===== src/rtl/io_pulse_sequencer_pkg.sv =====
`default_nettype none
// io_pulse_sequencer_pkg -- register map, CTRL field positions and FSM encoding (rev 1.0)
package io_pulse_sequencer_pkg;

  localparam logic [6:0] PSEQ_BASE_ADDR = 7'd64;

  localparam logic [6:0] PSEQ_OFS_CTRL  = 7'd0;
  localparam logic [6:0] PSEQ_OFS_TABLE = 7'd1;
  localparam logic [6:0] PSEQ_OFS_IDLE  = 7'd2;
  localparam logic [6:0] PSEQ_OFS_DELAY = 7'd3;

  localparam logic [6:0] FR_PSEQ_CTRL  = PSEQ_BASE_ADDR + PSEQ_OFS_CTRL;
  localparam logic [6:0] FR_PSEQ_TABLE = PSEQ_BASE_ADDR + PSEQ_OFS_TABLE;
  localparam logic [6:0] FR_PSEQ_IDLE  = PSEQ_BASE_ADDR + PSEQ_OFS_IDLE;
  localparam logic [6:0] FR_PSEQ_DELAY = PSEQ_BASE_ADDR + PSEQ_OFS_DELAY;

  localparam int CTRL_ENABLE_BIT  = 0;
  localparam int CTRL_LAST_LSB    = 4;
  localparam int CTRL_CLR_OVR_BIT = 31;

  typedef logic [1:0] pseq_state_t;
  localparam pseq_state_t ST_IDLE  = 2'd0;
  localparam pseq_state_t ST_DELAY = 2'd1;
  localparam pseq_state_t ST_RUN   = 2'd2;

  // A zero duration still has to show the entry for one cycle.
  function automatic logic [15:0] pseq_min1(input logic [15:0] dur);
    return (dur == 16'd0) ? 16'd1 : dur;
  endfunction

endpackage
`default_nettype wire


===== src/rtl/io_pulse_sequencer_if.sv =====
`default_nettype none
// io_pulse_sequencer_if -- serial control bus write port (rev 1.0)
interface io_pulse_sequencer_if;
  logic [6:0]  serial_addr;
  logic [31:0] serial_data;
  logic        serial_strobe;

  modport master (output serial_addr, output serial_data, output serial_strobe);
  modport slave  (input  serial_addr, input  serial_data, input  serial_strobe);
endinterface
`default_nettype wire


===== src/rtl/io_pulse_sequencer_pseq_table.sv =====
`default_nettype none
// io_pulse_sequencer_pseq_table -- DEPTH x 32 entry file, one write port, one async read port (rev 1.0)
module io_pulse_sequencer_pseq_table #(
  parameter int DEPTH = 8,
  parameter int IDX_W = 3
) (
  input  wire logic             i_clk,
  input  wire logic             i_rst_n,
  input  wire logic             i_we,
  input  wire logic [IDX_W-1:0] i_waddr,
  input  wire logic [31:0]      i_wdata,
  input  wire logic [IDX_W-1:0] i_raddr,
  output logic      [31:0]      o_rdata
);

  logic [31:0] r_mem [DEPTH];

  always_ff @(posedge i_clk or negedge i_rst_n) begin
    if (!i_rst_n) begin
      for (int i = 0; i < DEPTH; i++) r_mem[i] <= '0;
    end else if (i_we) begin
      r_mem[i_waddr] <= i_wdata;
    end
  end

  assign o_rdata = r_mem[i_raddr];

endmodule
`default_nettype wire


===== src/rtl/io_pulse_sequencer.sv =====
`default_nettype none
// io_pulse_sequencer -- trigger-launched (pattern, duration) table player for an I/O bank (rev 1.0)
module io_pulse_sequencer
  import io_pulse_sequencer_pkg::*;
#(
  parameter int         DEPTH     = 8,
  parameter int         IDX_W     = 3,
  parameter int         CNT_W     = 16,
  parameter logic [6:0] BASE_ADDR = PSEQ_BASE_ADDR
) (
  input  wire logic             i_clk,
  input  wire logic             i_rst_n,
  io_pulse_sequencer_if.slave   bus,
  input  wire logic             i_trigger,
  output logic      [15:0]      o_pattern,
  output logic                  o_active,
  output logic      [IDX_W-1:0] o_seq_index,
  output logic      [7:0]       o_overrun_count
);

  logic [6:0]       w_ofs;
  logic             w_wr_ctrl, w_wr_table, w_wr_idle, w_wr_delay, w_clr_ovr;
  logic             w_unused_data;

  logic             r_enable;
  logic [IDX_W-1:0] r_last_index;
  logic [IDX_W-1:0] r_wptr;
  logic [15:0]      r_idle_pattern;
  logic [CNT_W-1:0] r_delay;

  pseq_state_t      r_state, w_state_nxt;
  logic [CNT_W-1:0] r_cnt;
  logic [IDX_W-1:0] r_seq_index;
  logic [15:0]      r_pattern;
  logic [7:0]       r_overrun;

  logic             w_load;
  logic [IDX_W-1:0] w_load_idx;
  logic [31:0]      w_entry;

  // Offset from the block base; addresses below the base wrap far out of range.
  assign w_ofs         = bus.serial_addr - BASE_ADDR;
  assign w_wr_ctrl     = bus.serial_strobe && (w_ofs == PSEQ_OFS_CTRL);
  assign w_wr_table    = bus.serial_strobe && (w_ofs == PSEQ_OFS_TABLE);
  assign w_wr_idle     = bus.serial_strobe && (w_ofs == PSEQ_OFS_IDLE);
  assign w_wr_delay    = bus.serial_strobe && (w_ofs == PSEQ_OFS_DELAY);
  assign w_clr_ovr     = w_wr_ctrl && bus.serial_data[CTRL_CLR_OVR_BIT];
  assign w_unused_data = ^bus.serial_data;

  always_ff @(posedge i_clk or negedge i_rst_n) begin
    if (!i_rst_n) begin
      r_enable       <= 1'b0;
      r_last_index   <= '0;
      r_wptr         <= '0;
      r_idle_pattern <= '0;
      r_delay        <= '0;
    end else begin
      if (w_wr_ctrl) begin
        r_enable     <= bus.serial_data[CTRL_ENABLE_BIT];
        r_last_index <= bus.serial_data[CTRL_LAST_LSB +: IDX_W];
      end
      if (w_wr_idle)  r_idle_pattern <= bus.serial_data[15:0];
      if (w_wr_delay) r_delay        <= bus.serial_data[CNT_W-1:0];
      if (w_wr_ctrl)       r_wptr <= '0;
      else if (w_wr_table) r_wptr <= r_wptr + IDX_W'(1);
    end
  end

  io_pulse_sequencer_pseq_table #(
    .DEPTH (DEPTH),
    .IDX_W (IDX_W)
  ) u_table (
    .i_clk   (i_clk),
    .i_rst_n (i_rst_n),
    .i_we    (w_wr_table),
    .i_waddr (r_wptr),
    .i_wdata (bus.serial_data),
    .i_raddr (w_load_idx),
    .o_rdata (w_entry)
  );

  always_comb begin
    w_state_nxt = r_state;
    w_load      = 1'b0;
    w_load_idx  = '0;
    case (r_state)
      ST_IDLE: begin
        if (i_trigger && r_enable) begin
          if (r_delay == '0) begin
            w_state_nxt = ST_RUN;
            w_load      = 1'b1;
          end else begin
            w_state_nxt = ST_DELAY;
          end
        end
      end
      ST_DELAY: begin
        if (!r_enable) begin
          w_state_nxt = ST_IDLE;
        end else if (r_cnt == CNT_W'(1)) begin
          w_state_nxt = ST_RUN;
          w_load      = 1'b1;
        end
      end
      ST_RUN: begin
        if (!r_enable) begin
          w_state_nxt = ST_IDLE;
        end else if (r_cnt == CNT_W'(1)) begin
          if (r_seq_index == r_last_index) begin
            w_state_nxt = ST_IDLE;
          end else begin
            w_load     = 1'b1;
            w_load_idx = r_seq_index + IDX_W'(1);
          end
        end
      end
      default: w_state_nxt = ST_IDLE;
    endcase
  end

  always_ff @(posedge i_clk or negedge i_rst_n) begin
    if (!i_rst_n) begin
      r_state     <= ST_IDLE;
      r_cnt       <= '0;
      r_seq_index <= '0;
      r_pattern   <= '0;
    end else begin
      r_state <= w_state_nxt;
      if (w_load) begin
        r_pattern   <= w_entry[15:0];
        r_cnt       <= CNT_W'(pseq_min1(w_entry[31:16]));
        r_seq_index <= w_load_idx;
      end else if (w_state_nxt == ST_IDLE) begin
        r_pattern   <= r_idle_pattern;
        r_cnt       <= '0;
        r_seq_index <= '0;
      end else if (r_state == ST_IDLE) begin
        r_pattern <= r_idle_pattern;
        r_cnt     <= r_delay;
      end else begin
        r_cnt <= r_cnt - CNT_W'(1);
        if (r_state == ST_DELAY) r_pattern <= r_idle_pattern;
      end
    end
  end

  // A clear in the same cycle as a trigger takes priority over the increment.
  always_ff @(posedge i_clk or negedge i_rst_n) begin
    if (!i_rst_n) begin
      r_overrun <= '0;
    end else if (w_clr_ovr) begin
      r_overrun <= '0;
    end else if (i_trigger && (r_state != ST_IDLE) && (r_overrun != 8'hFF)) begin
      r_overrun <= r_overrun + 8'd1;
    end
  end

  always_comb begin
    o_active        = (r_state != ST_IDLE);
    o_pattern       = r_pattern;
    o_seq_index     = r_seq_index;
    o_overrun_count = r_overrun;
  end

endmodule
`default_nettype wire


===== src/flat_wrapper.sv =====
// flat-port wrapper written by rule: the top's interface ports become plain ports
module io_pulse_sequencer_flat import io_pulse_sequencer_pkg::*;
#(
  parameter int         DEPTH     = 8,
  parameter int         IDX_W     = 3,
  parameter int         CNT_W     = 16,
  parameter logic [6:0] BASE_ADDR = PSEQ_BASE_ADDR
)
  (i_clk, i_rst_n, i_trigger, o_pattern, o_active, o_seq_index, o_overrun_count, bus_serial_addr, bus_serial_data, bus_serial_strobe);
  io_pulse_sequencer_if bus_i ();
  input  wire logic i_clk;
  input  wire logic i_rst_n;
  input  wire logic i_trigger;
  output logic      [15:0] o_pattern;
  output logic o_active;
  output logic      [IDX_W-1:0] o_seq_index;
  output logic      [7:0] o_overrun_count;
  input wire logic [$bits(bus_i.serial_addr)-1:0] bus_serial_addr;
  input wire logic [$bits(bus_i.serial_data)-1:0] bus_serial_data;
  input wire logic [$bits(bus_i.serial_strobe)-1:0] bus_serial_strobe;
  assign bus_i.serial_addr = bus_serial_addr;
  assign bus_i.serial_data = bus_serial_data;
  assign bus_i.serial_strobe = bus_serial_strobe;
  io_pulse_sequencer #(.DEPTH(DEPTH), .IDX_W(IDX_W), .CNT_W(CNT_W), .BASE_ADDR(BASE_ADDR)) u_core (.i_clk(i_clk), .i_rst_n(i_rst_n), .bus(bus_i), .i_trigger(i_trigger), .o_pattern(o_pattern), .o_active(o_active), .o_seq_index(o_seq_index), .o_overrun_count(o_overrun_count));
endmodule

===== config.mk =====
export PLATFORM = sky130hd
export DESIGN_NAME = io_pulse_sequencer_flat
export DESIGN_NICKNAME = d
export VERILOG_FILES = /design/src/rtl/io_pulse_sequencer_pkg.sv /design/src/rtl/io_pulse_sequencer_if.sv /design/src/rtl/io_pulse_sequencer_pseq_table.sv /design/src/rtl/io_pulse_sequencer.sv /design/src/flat_wrapper.sv
export SDC_FILE = /design/constraint.sdc
export NUM_CORES = 1
export LEC_CHECK = 0
export CAP_MARGIN = 20
export CORE_ASPECT_RATIO = 0.75
export CORE_MARGIN = 10
export CORE_UTILIZATION = 40
export CTS_CLUSTER_DIAMETER = 60
export DETAILED_ROUTE_END_ITERATION = 8
export PLACE_DENSITY = 0.54
export SLEW_MARGIN = 20
export SYNTH_ARGS = -nofsm -noshare
export SYNTH_HDL_FRONTEND = slang
export SYNTH_SLANG_ARGS = --single-unit
export TNS_END_PERCENT = 20

===== constraint.sdc =====
create_clock -name i_clk -period 4.28 [get_ports i_clk]
set_clock_uncertainty 0.15 [all_clocks]
set_input_delay 0.428 -clock i_clk [delete_from_list [all_inputs] [get_ports i_clk]]
set_output_delay 0.428 -clock i_clk [all_outputs]
set_load 0.01 [all_outputs]

==> summary.md, run 1 <==
| Metric | Value |
|---|---|
| CTS resizes | 0 |
| CP endpoint kind | flop |
| Final Max Tran Viols | 0 |
| Seq/Total Area, Yosys | 0.533 |
| Cell count after synthesis | ~1300 |
| Mapped Nets | approximately 1300 |
| Most common cell in the netlist | dfrtp_1 |
| DRT Pass-1 Iters | 5 |
| Initial antenna violation count | 0 |
| First-pass GRT wire length | around 65000 um |
| Post-synth ARST share | 1.00 |
| Layout cell share with drive strength beyond 1 | 0.336 |
| ANT cells | 0 |
| RSZ-0062 raised after global routing | false |
| Fin nets | 1371 |
| Worst-path clk slew | roughly 0.060 ns |
| Number of enable flip-flop cells after synthesis | 0 |
| YS warnings | 0 |
| GRT overflow | 0 |
| Total Routed Length | between 40000 and 50000 um |
| RR Startpoint | u_core.r_cnt[1]$_DFF_PN0_ |
| Final hold slack | 0.350 ns |
| # IOs | a little over 70 |
| Clk_lat worst skew | 0.54 ns |
| Gpl congestion | roughly 0.89 |
| Hold wc startpoint | u_core.u_table.r_mem[31]$_DFFE_PN0P_ |
| Synth area leaders | dfrtp_1 (53%), mux2_2 (22%), mux4_2 (2.7%), mux2i_1 (2.5%), o21ai_0 (1.7%) |
| Die Ht | ~190 um |
| Yosys cell types | 66 |
| H-Tree Depth | 2 |
| Largest net degree at the start of global routing | 95 |
| CP arrival | between 3 and 4 ns |
| Synthesis-stage register bit count | 340 |
| Vias/cell | between 5 and 6 |
| Kind of critical path | reg -> reg |
| Iteration-0 DRC Markers | 632 |
| Mapped cell area | between 15000 and 20000 um^2 |
| Reg2reg setup slack | 0.81 ns |
| List of most frequent post-synthesis cells | dfrtp_1 (340), mux2_2 (318), o21ai_0 (53) |
| HP Class | reg -> reg |
| CP required | ~4.6 ns |
| Initial core utilization | 0.404 |
| CTS tree | yes |
| Number of sinks on the clock net | 340 |
| Max rail drop VDD | 0.286 mV |
| Max-Slew Margin vs Limit | 0.373 |
| DRC viols | 0 |
| Worst Tran Pin Value | 0.938 ns |
| Status | completed |
| Cell row count | 63 |
| Mean Syn Cell Area | 12.7 um^2 |
| Final Critical Period | between 3 and 4 ns |
| Hold path endpoint | u_core.u_table.r_mem[31]$_DFFE_PN0P_ |
| Worst-path fanout max | 10 |
| Vias in the first global route | about 11000 |
| Die X | between 200 and 300 um |
| PwrDens | ~460 nW/um^2 |
| Vias | 10300 |
| Clock Path Buffers | 3 |
| CORE AREA | 39500 um^2 |
| R2r endpoint | u_core.r_cnt[0]$_DFF_PN0_ |
| Reg2reg path depth | 10 |
| Crit start category | flop |
| Final period util | 0.811 |
| CTS buffer count | 38 |
| Final Hold Viols | 0 |
| Fmax | 0.288 GHz |
| Gr usage total | 0.168 |
| Filler cells | ~3500 |
| Maximum capacitance violations | 0 |
| Setup tns final | 0 ns |
| Primary FF master, synth | dfrtp_1 |
| Yosys top cell area share | 0.533 |
| Area Growth Syn to Fin | 16.8% |
| IO buf count | 70 |
| Die area | approximately 48000 um^2 |
| Leading area contributor after synthesis | dfrtp_1 |
| Critical Path Start | u_core.r_cnt[1]$_DFF_PN0_ |
| ANT nets after route | 0 |
| Post-DP HPWL | about 27000 um |
| Setup violators final | 0 |
| Hold Path Cell Cnt | 1 |
| Root Buffer | clkbuf_16 |
| Avg WL per Cell | 21.7 um |
| Leakage | ~9 nW |
==> layout by cell type, fill, tap and decap left out, drive strengths merged, types with 7 or more instances in the layout <==
master         netlist  routed
buf                 46      41
nand2               48      48
o22ai               18      18
mux4                19      19
clkbuf              44      56
nand3b               7       7
o211ai              17      17
inv                 31      32
mux2i               40      40
a21oi               50      50
ha                   9       9
nor3                15      15
nor2                33      33
a211o                7       7
clkinv               2       9
mux2               318     318
dfrtp              340     340
xnor2               13      13
xor2                 9       9
nand3               30      30
o21ai               65      65
nand4               14      14
clkdlybuf4s50        0      69
==> flip-flops by register name, summed over array words and instances (netlist names) <==
register	cells
u_core.o_overrun_count	8
u_core.o_pattern	16
u_core.o_seq_index	3
u_core.r_last_index	3
u_core.r_idle_pattern	16
u_core.r_wptr	3
u_core.r_delay	16
u_core.u_table.r_mem	256
u_core.r_enable	1
u_core.r_cnt	16
u_core.r_state	2
==> how the worst max path moves through the flow <==
stage | end | slack (ns) | cells after the start
after floorplan | u_core.r_cnt[0]$_DFF_PN0_ | 1.49 | 11
after global placement | u_core.r_cnt[0]$_DFF_PN0_ | 0.93 | 10
after detailed placement | u_core.r_cnt[0]$_DFF_PN0_ | 0.89 | 10
after CTS | u_core.r_cnt[0]$_DFF_PN0_ | 0.88 | 10
after global routing | u_core.r_cnt[0]$_DFF_PN0_ | 0.60 | 10
final | u_core.r_cnt[0]$_DFF_PN0_ | 0.81 | 10
==> critical path, stage by stage, from the launching register on <==
cell and delay, ns:
dfrtp_1 0.39, inv_1 0.10, ha_1 0.16, or4b_1 0.64, nor2_8 0.22, and3_1 0.58
mux2i_1 0.16, o21ai_1 0.37, nand2_1 0.08, nand4b_1 0.20, o41ai_2 0.31
==> logic make-up after synthesis <==
family,after synthesis,synth area share
multiplexers,377,0.276
flip-flops,340,0.533
AO/OA/AOI/OAI,205,0.0806
AND/OR/NAND/NOR,182,0.0592
buffers and inverters,123,0.0321
XOR/XNOR,22,0.0121
adder cells (fa/ha/maj),9,0.00705
==> per-stage QoR <==
stage	power (mW)	area, um^2	setup slack (ns)	utilization	std cells
6_report	8.58	18600	0.810	0.472	1867
5_1_grt	9.00	18600	0.600	0.472	1867
4_1_cts	8.66	18600	0.875	0.472	1867
3_5_place_dp	5.24	17300	0.885	0.439	1798
3_3_place_gp	5.24	17300	0.932	0.439	1798
2_1_floorplan	4.68	16000	1.49	-	1258
==> what timing repair did <==
action                    in CTS  in global routing
hold endpoints to repair      91                  0
hold buffers                   1                  0
setup buffers                  0                  0
==> final cells by class <==
class	count	area, um^2	share of cell area
clock buffer	56	1120	0.0601
multi-input combinational	795	6980	0.374
tap	520	651	0.0349
clock inverter	12	168	0.00899
inverter	33	124	0.00664
timing repair buffer	111	1090	0.0585
sequential	340	8510	0.456
==> layer usage <==
metal,track usage,vias up,part of all wire
li1,-,4732,-
met1,0.248,5383,0.52
met2,0.250,183,0.43
met3,0.0311,50,0.042
met4,0.0409,0,0.016
met5,0,-,0
==> power breakdown <==
group | leakage (nW) | total, mW | switching [mW] | internal [mW]
logic | 3.54 | 1.68 | 1.00 | 0.677
registers | 4.68 | 3.53 | 0.151 | 3.37
clock network | 0.637 | 3.37 | 1.32 | 2.05
total | 8.86 | 8.58 | 2.47 | 6.11
No activity file was read; power rests on OpenSTA's default activity.
==> run 2: changes to the inputs <==
==> constraint.sdc (replaced) <==
create_clock -name i_clk -period 3.35 [get_ports i_clk]
set_clock_uncertainty 0.15 [all_clocks]
set_input_delay 0.335 -clock i_clk [delete_from_list [all_inputs] [get_ports i_clk]]
set_output_delay 0.335 -clock i_clk [all_outputs]
set_load 0.01 [all_outputs]
==> summary.md, run 2 (synthesized netlist as in run 1, its figures left out) <==
| Metric | Value |
|---|---|
| Critical Path Stages | 12 (+2) |
| H-Tree Depth | 2 (unchanged) |
| Max-Slew Margin vs Limit | 0.577 (+0.204) |
| Final Max Tran Viols | 0 (unchanged) |
| Iteration-0 DRC Markers | 787 (+25%) |
| PwrDens | 579 nW/um^2 (+26%) |
| Reg2reg path depth | 12 (+2) |
| Vias | 10500 (+1.1%) |
| Placed cells | 1817 (+1.1%) |
| Worst-path fanout max | 32 (+22) |
| CP required | 3.63 ns (-0.94 ns) |
| Post-CTS setup buffers | 0 (unchanged) |
| Die Ht | 193 um (unchanged) |
| Utilization after layout | 0.476 (+0.00364) |
| Crit-path slowest cell | or4b_1 |
| Most common cell after layout, fill and taps aside | dfrtp_1 |
| Largest net degree at the start of global routing | 75 (-21%) |
| Layout cell share with drive strength beyond 1 | 0.345 (+0.00827) |
| CTS buffer count | 38 (unchanged) |
| Avg WL per Cell | 21.8 um (+0.70%) |
| ANT cells | 0 (unchanged) |
| Critical-path cell list | inv_1, ha_1, or4b_1, buf_4, a2111o_1, a21oi_1, buf_4, nor3_1, o21ai_2, buf_12, nand3_1, o211ai_1 |
| CP peak stage delay | 0.57 ns (-0.07 ns) |
| Worst Tran Pin Value | 0.630 ns (-0.307 ns) |
| Fin nets | 1390 (+1.4%) |
| CP arrival | 3.46 ns (-0.30 ns) |
| # IOs | 71 (unchanged) |
| Max FFs per register | 256 (unchanged) |
| Post-place setup slack | 0.0104 ns (-0.875 ns) |
| Most frequent cell on the critical path | buf_4 |
| Initial antenna violation count | 0 (unchanged) |
| RR Startpoint | u_core.r_cnt[1]$_DFF_PN0_ |
| Setup slack after layout | 0.174 ns (-0.636 ns) |
| IO buf count | 70 (unchanged) |
| Setup violators final | 0 (unchanged) |
| ANT nets after route | 0 (unchanged) |
| Gr usage total | 0.170 (+0.00239) |
| Clk_lat worst skew | 0.53 ns (about the same) |
| Die area | 48400 um^2 (unchanged) |
| CORE AREA | 39500 um^2 (unchanged) |
| Crit start category | flop |
| Final Hold Viols | 0 (unchanged) |
| Total Routed Length | 41100 um (+1.6%) |
| Post-DP HPWL | 26900 um (+1.6%) |
| Kind of critical path | reg -> reg |
| Fmax | 0.315 GHz (+9.3%) |
| Root Buffer | clkbuf_16 |
| Final non-filler cell total | 1884 (+0.91%) |
| First-pass GRT wire length | 65700 um (+1.2%) |
| Status | completed |
| Gpl congestion | 0.897 (+1.1%) |
| Clock Path Buffers | 3 (unchanged) |
| DRC viols | 0 (unchanged) |
| HP Class | in -> async |
| Worst-path clk slew | 0.06 ns (about the same) |
| R2r endpoint | u_core.o_pattern[10]$_DFFE_PN0P_ |
| CP endpoint kind | flop |
| Final Critical Period | 3.18 ns (-0.294 ns) |
| Leakage | 8.92 nW (+0.68%) |
| CTS tree | yes |
| Initial core utilization | 0.404 (unchanged) |
| DRT Pass-1 Iters | 5 (unchanged) |
| Worst path buffer plus inverter count | 4 (+3) |
| Setup tns final | 0 ns (unchanged) |
| Delay-heaviest family, CP | compound AO/OA/AOI/OAI gates |
| Most frequent cells in the layout | dfrtp_1 (339), mux2_2 (318), clkdlybuf4s50_1 (69), o21ai_0 (52), a21oi_1 (50) |
| Die X | 251 um (unchanged) |
| RSZ-0062 raised after global routing | false |
| Filler cells | 3515 (+0.54%) |
| GRT overflow | 0 (unchanged) |
| Vias in the first global route | 10900 (-0.028%) |
| Cell row count | 63 (unchanged) |
| Maximum capacitance violations | 0 (unchanged) |
| Number of sinks on the clock net | 340 (unchanged) |
| Largest Register | u_core.u_table.r_mem |
| Area Growth Syn to Fin | 17.7% |
| Reg2reg setup slack | 0.17 ns (-0.64 ns) |
| Final period util | 0.948 (+0.137) |
| Max rail drop VDD | 0.313 mV (+9.5%) |
| Vias/cell | 5.55 (+0.19%) |
-- run 2: per-layer routing --
layer / global-route usage / vias up / share of wire
met1: 0.259 / 5431 / 0.51
met2: 0.248 / 227 / 0.42
li1: - / 4757 / -
met5: 0 / - / 0
met3: 0.0307 / 47 / 0.051
met4: 0.0345 / 0 / 0.013
-- run 2: worst max-delay path by stage --
stage,start,end,slack [ns]
after detailed placement,u_core.r_cnt[4]$_DFF_PN0_,u_core.r_cnt[0]$_DFF_PN0_,0.01
after global routing,u_core.r_cnt[1]$_DFF_PN0_,u_core.o_pattern[7]$_DFFE_PN0P_,0.02
after floorplan,u_core.o_seq_index[0]$_DFFE_PN0P_,u_core.r_cnt[0]$_DFF_PN0_,0.56
after CTS,u_core.r_cnt[1]$_DFF_PN0_,u_core.r_cnt[0]$_DFF_PN0_,0.05
final,u_core.r_cnt[1]$_DFF_PN0_,u_core.o_pattern[10]$_DFFE_PN0P_,0.17
after global placement,u_core.r_cnt[4]$_DFF_PN0_,u_core.r_cnt[0]$_DFF_PN0_,0.02
-- run 2: report_power, final --
group / total (mW) / internal, mW / leakage, nW / switching [mW]
registers: 4.50 / 4.31 / 4.68 / 0.191
clock network: 4.11 / 2.45 / 0.593 / 1.67
logic: 2.27 / 0.944 / 3.64 / 1.32
-- run 2: final cells by class --
type	instances	area, um^2	area share
Clock buffer	57	1110	0.0593
Clock inverter	9	104	0.00553
Inverter	33	124	0.00659
Multi-Input combinational cell	795	6990	0.372
Sequential cell	340	8510	0.453
Tap cell	520	651	0.0346
Timing Repair Buffer	130	1300	0.0690
-- run 2: metrics by stage --
| step | hold WS (ns) | power (mW) | cell area [um^2] |
|---|---|---|---|
| 6_report | 0.259 | 10.9 | 18800 |
| 5_1_grt | 0.300 | 11.5 | 18800 |
| 4_1_cts | 0.273 | 11.0 | 18800 |
| 3_5_place_dp | 0.217 | 6.81 | 17600 |
| 3_3_place_gp | 0.219 | 6.80 | 17600 |
| 2_1_floorplan | -0.111 | 5.98 | 16000 |
-- run 2: what timing repair did --
action,4_1_cts,5_1_grt
pin swaps,0,0
setup endpoints to repair,1,1
gates resized for setup,1,2
endpoints found under the hold margin,68,0
hold buffers,1,0
==> run 3: changes to the inputs <==
--- a/config.mk
+++ b/config.mk
@@ -11,6 +11,7 @@
 export CORE_UTILIZATION = 40
 export CTS_CLUSTER_DIAMETER = 60
 export DETAILED_ROUTE_END_ITERATION = 8
+export MAX_ROUTING_LAYER = met4
 export PLACE_DENSITY = 0.54
 export SLEW_MARGIN = 20
 export SYNTH_ARGS = -nofsm -noshare
==> summary.md, run 3 (synthesized netlist as in run 1, its figures left out) <==
| Metric | Value |
|---|---|
| Clk_lat worst skew | 0.53 ns (about the same) |
| Setup violators final | 0 (unchanged) |
| Area Growth Syn to Fin | 17.7% (unchanged) |
| Iteration-0 DRC Markers | 761 (-3.3%) |
| Most common cell after layout, fill and taps aside | dfrtp_1 |
| Final Hold Viols | 0 (unchanged) |
| Worst-path clk slew | 0.06 ns (about the same) |
| CP arrival | 3.47 ns (about the same) |
| Initial antenna violation count | 0 (unchanged) |
| Post-DP HPWL | 26900 um (unchanged) |
| Root Buffer | clkbuf_16 |
| Max FFs per register | 256 (unchanged) |
| Kind of critical path | reg -> reg |
| Placed cells | 1817 (unchanged) |
| H-Tree Depth | 2 (unchanged) |
| Total Routed Length | 41100 um (about the same) |
| Avg WL per Cell | 21.8 um (about the same) |
| Worst-path fanout max | 32 (unchanged) |
| Post-CTS setup buffers | 0 (unchanged) |
| Die X | 251 um (unchanged) |
| CP endpoint kind | flop |
| Fin nets | 1390 (unchanged) |
| CTS buffer count | 38 (unchanged) |
| Vias/cell | 5.54 (-0.20%) |
| Final Max Tran Viols | 0 (unchanged) |
| Leakage | 8.92 nW (unchanged) |
| HP Class | in -> async |
| IO buf count | 70 (unchanged) |
| CP required | 3.63 ns (about the same) |
| Maximum capacitance violations | 0 (unchanged) |
| CORE AREA | 39500 um^2 (unchanged) |
| CTS tree | yes |
| Vias in the first global route | 10900 (+0.0092%) |
| Vias | 10400 (-0.20%) |
| Final period util | 0.950 (+0.00245) |
| Final non-filler cell total | 1884 (unchanged) |
| Utilization after layout | 0.476 (unchanged) |
| Max-Slew Margin vs Limit | 0.589 (+0.0125) |
| Clock Path Buffers | 3 (unchanged) |
| Initial core utilization | 0.404 (unchanged) |
| Most frequent cells in the layout | dfrtp_1 (339), mux2_2 (318), clkdlybuf4s50_1 (69), o21ai_0 (52), a21oi_1 (50) |
| Max rail drop VDD | 0.312 mV (-0.27%) |
| Die area | 48400 um^2 (unchanged) |
| Worst Tran Pin Value | 0.616 ns (-0.0142 ns) |
| Setup tns final | 0 ns (unchanged) |
| ANT cells | 0 (unchanged) |
| Cell row count | 63 (unchanged) |
| Power after layout | 10.9 mW (about the same) |
| Gpl congestion | 0.912 (+1.7%) |
| Largest net degree at the start of global routing | 75 (unchanged) |
| Die Ht | 193 um (unchanged) |
| Status | completed |
| PwrDens | 580 nW/um^2 (about the same) |
| First-pass GRT wire length | 65800 um (about the same) |
| # IOs | 71 (unchanged) |
| Crit start category | flop |
| Fmax | 0.314 GHz (-0.26%) |
| ANT nets after route | 0 (unchanged) |
| Gr usage total | 0.176 (+0.00519) |
| GRT overflow | 0 (unchanged) |
| Number of sinks on the clock net | 340 (unchanged) |
| DRT Pass-1 Iters | 4 (-1) |
| Largest Register | u_core.u_table.r_mem |
| DRC viols | 0 (unchanged) |
| Final hold slack | 0.259 ns (+0.000538 ns) |
| Layout cell share with drive strength beyond 1 | 0.345 (unchanged) |
| RSZ-0062 raised after global routing | false |
| Final Critical Period | 3.18 ns (+0.00822 ns) |
==> run 3: final timing paths <==
path,start,to,slack [ns],cells after the start
setup / recovery,u_core.r_cnt[1]$_DFF_PN0_,u_core.o_pattern[10]$_DFFE_PN0P_,0.17,12
hold / removal,i_rst_n,u_core.u_table.r_mem[22]$_DFFE_PN0P_,0.26,2
setup reg to reg,u_core.r_cnt[1]$_DFF_PN0_,u_core.o_pattern[10]$_DFFE_PN0P_,0.17,12
hold reg to reg,u_core.u_table.r_mem[58]$_DFFE_PN0P_,u_core.u_table.r_mem[58]$_DFFE_PN0P_,0.35,1
max in group asynchronous,i_rst_n,u_core.o_seq_index[0]$_DFFE_PN0P_,1.97,3
min in group i_clk,u_core.u_table.r_mem[58]$_DFFE_PN0P_,u_core.u_table.r_mem[58]$_DFFE_PN0P_,0.35,1
==> run 3: through the flow <==
step / worst slack [ns] / area [um^2]
after CTS: 0.0452 / 18800
final: 0.166 / 18800
after global routing: 0.0156 / 18800
after detailed placement: 0.0104 / 17600
after global placement: 0.0162 / 17600
after floorplan: 0.557 / 16000
==> run 3: what timing repair did <==
item	CTS	global route
hold buffers	1	0
setup endpoints to repair	1	1
hold endpoints to repair	68	0
gates resized for setup	1	2
==> run 3: power breakdown <==
group | switching, mW | leakage, nW | total [mW] | internal (mW)
registers | 0.192 | 4.68 | 4.50 | 4.31
logic | 1.33 | 3.64 | 2.27 | 0.944
clock network | 1.67 | 0.593 | 4.12 | 2.45
==> run 3: metal layers <==
layer | vias up | global-route usage | wire [um]
li1 | 4762 | - | -
met4 | 0 | 0.0356 | 582
met5 | - | - | 0
met1 | 5435 | 0.261 | 21700
met3 | 53 | 0.0264 | 1570
met2 | 191 | 0.248 | 17300
==> run 3: critical path, cell delays in order, from the launching register on <==
cell and delay (ns):
dfrtp_1 0.39, inv_1 0.10, ha_1 0.16, or4b_1 0.57
buf_4 0.22, a2111o_1 0.42, a21oi_1 0.28, buf_4 0.20
nor3_1 0.05, o21ai_2 0.09, buf_12 0.23, nand3_1 0.10
o211ai_1 0.11
==> run 3: layout make-up <==
| cell class | count | area, um^2 |
|---|---|---|
| fill | 3515 | 20700 |
| sequential | 340 | 8510 |
| multi-input combinational | 795 | 6990 |
| timing repair buffer | 130 | 1300 |
| clock buffer | 57 | 1110 |
| tap | 520 | 651 |
| inverter | 33 | 124 |
| clock inverter | 9 | 104 |
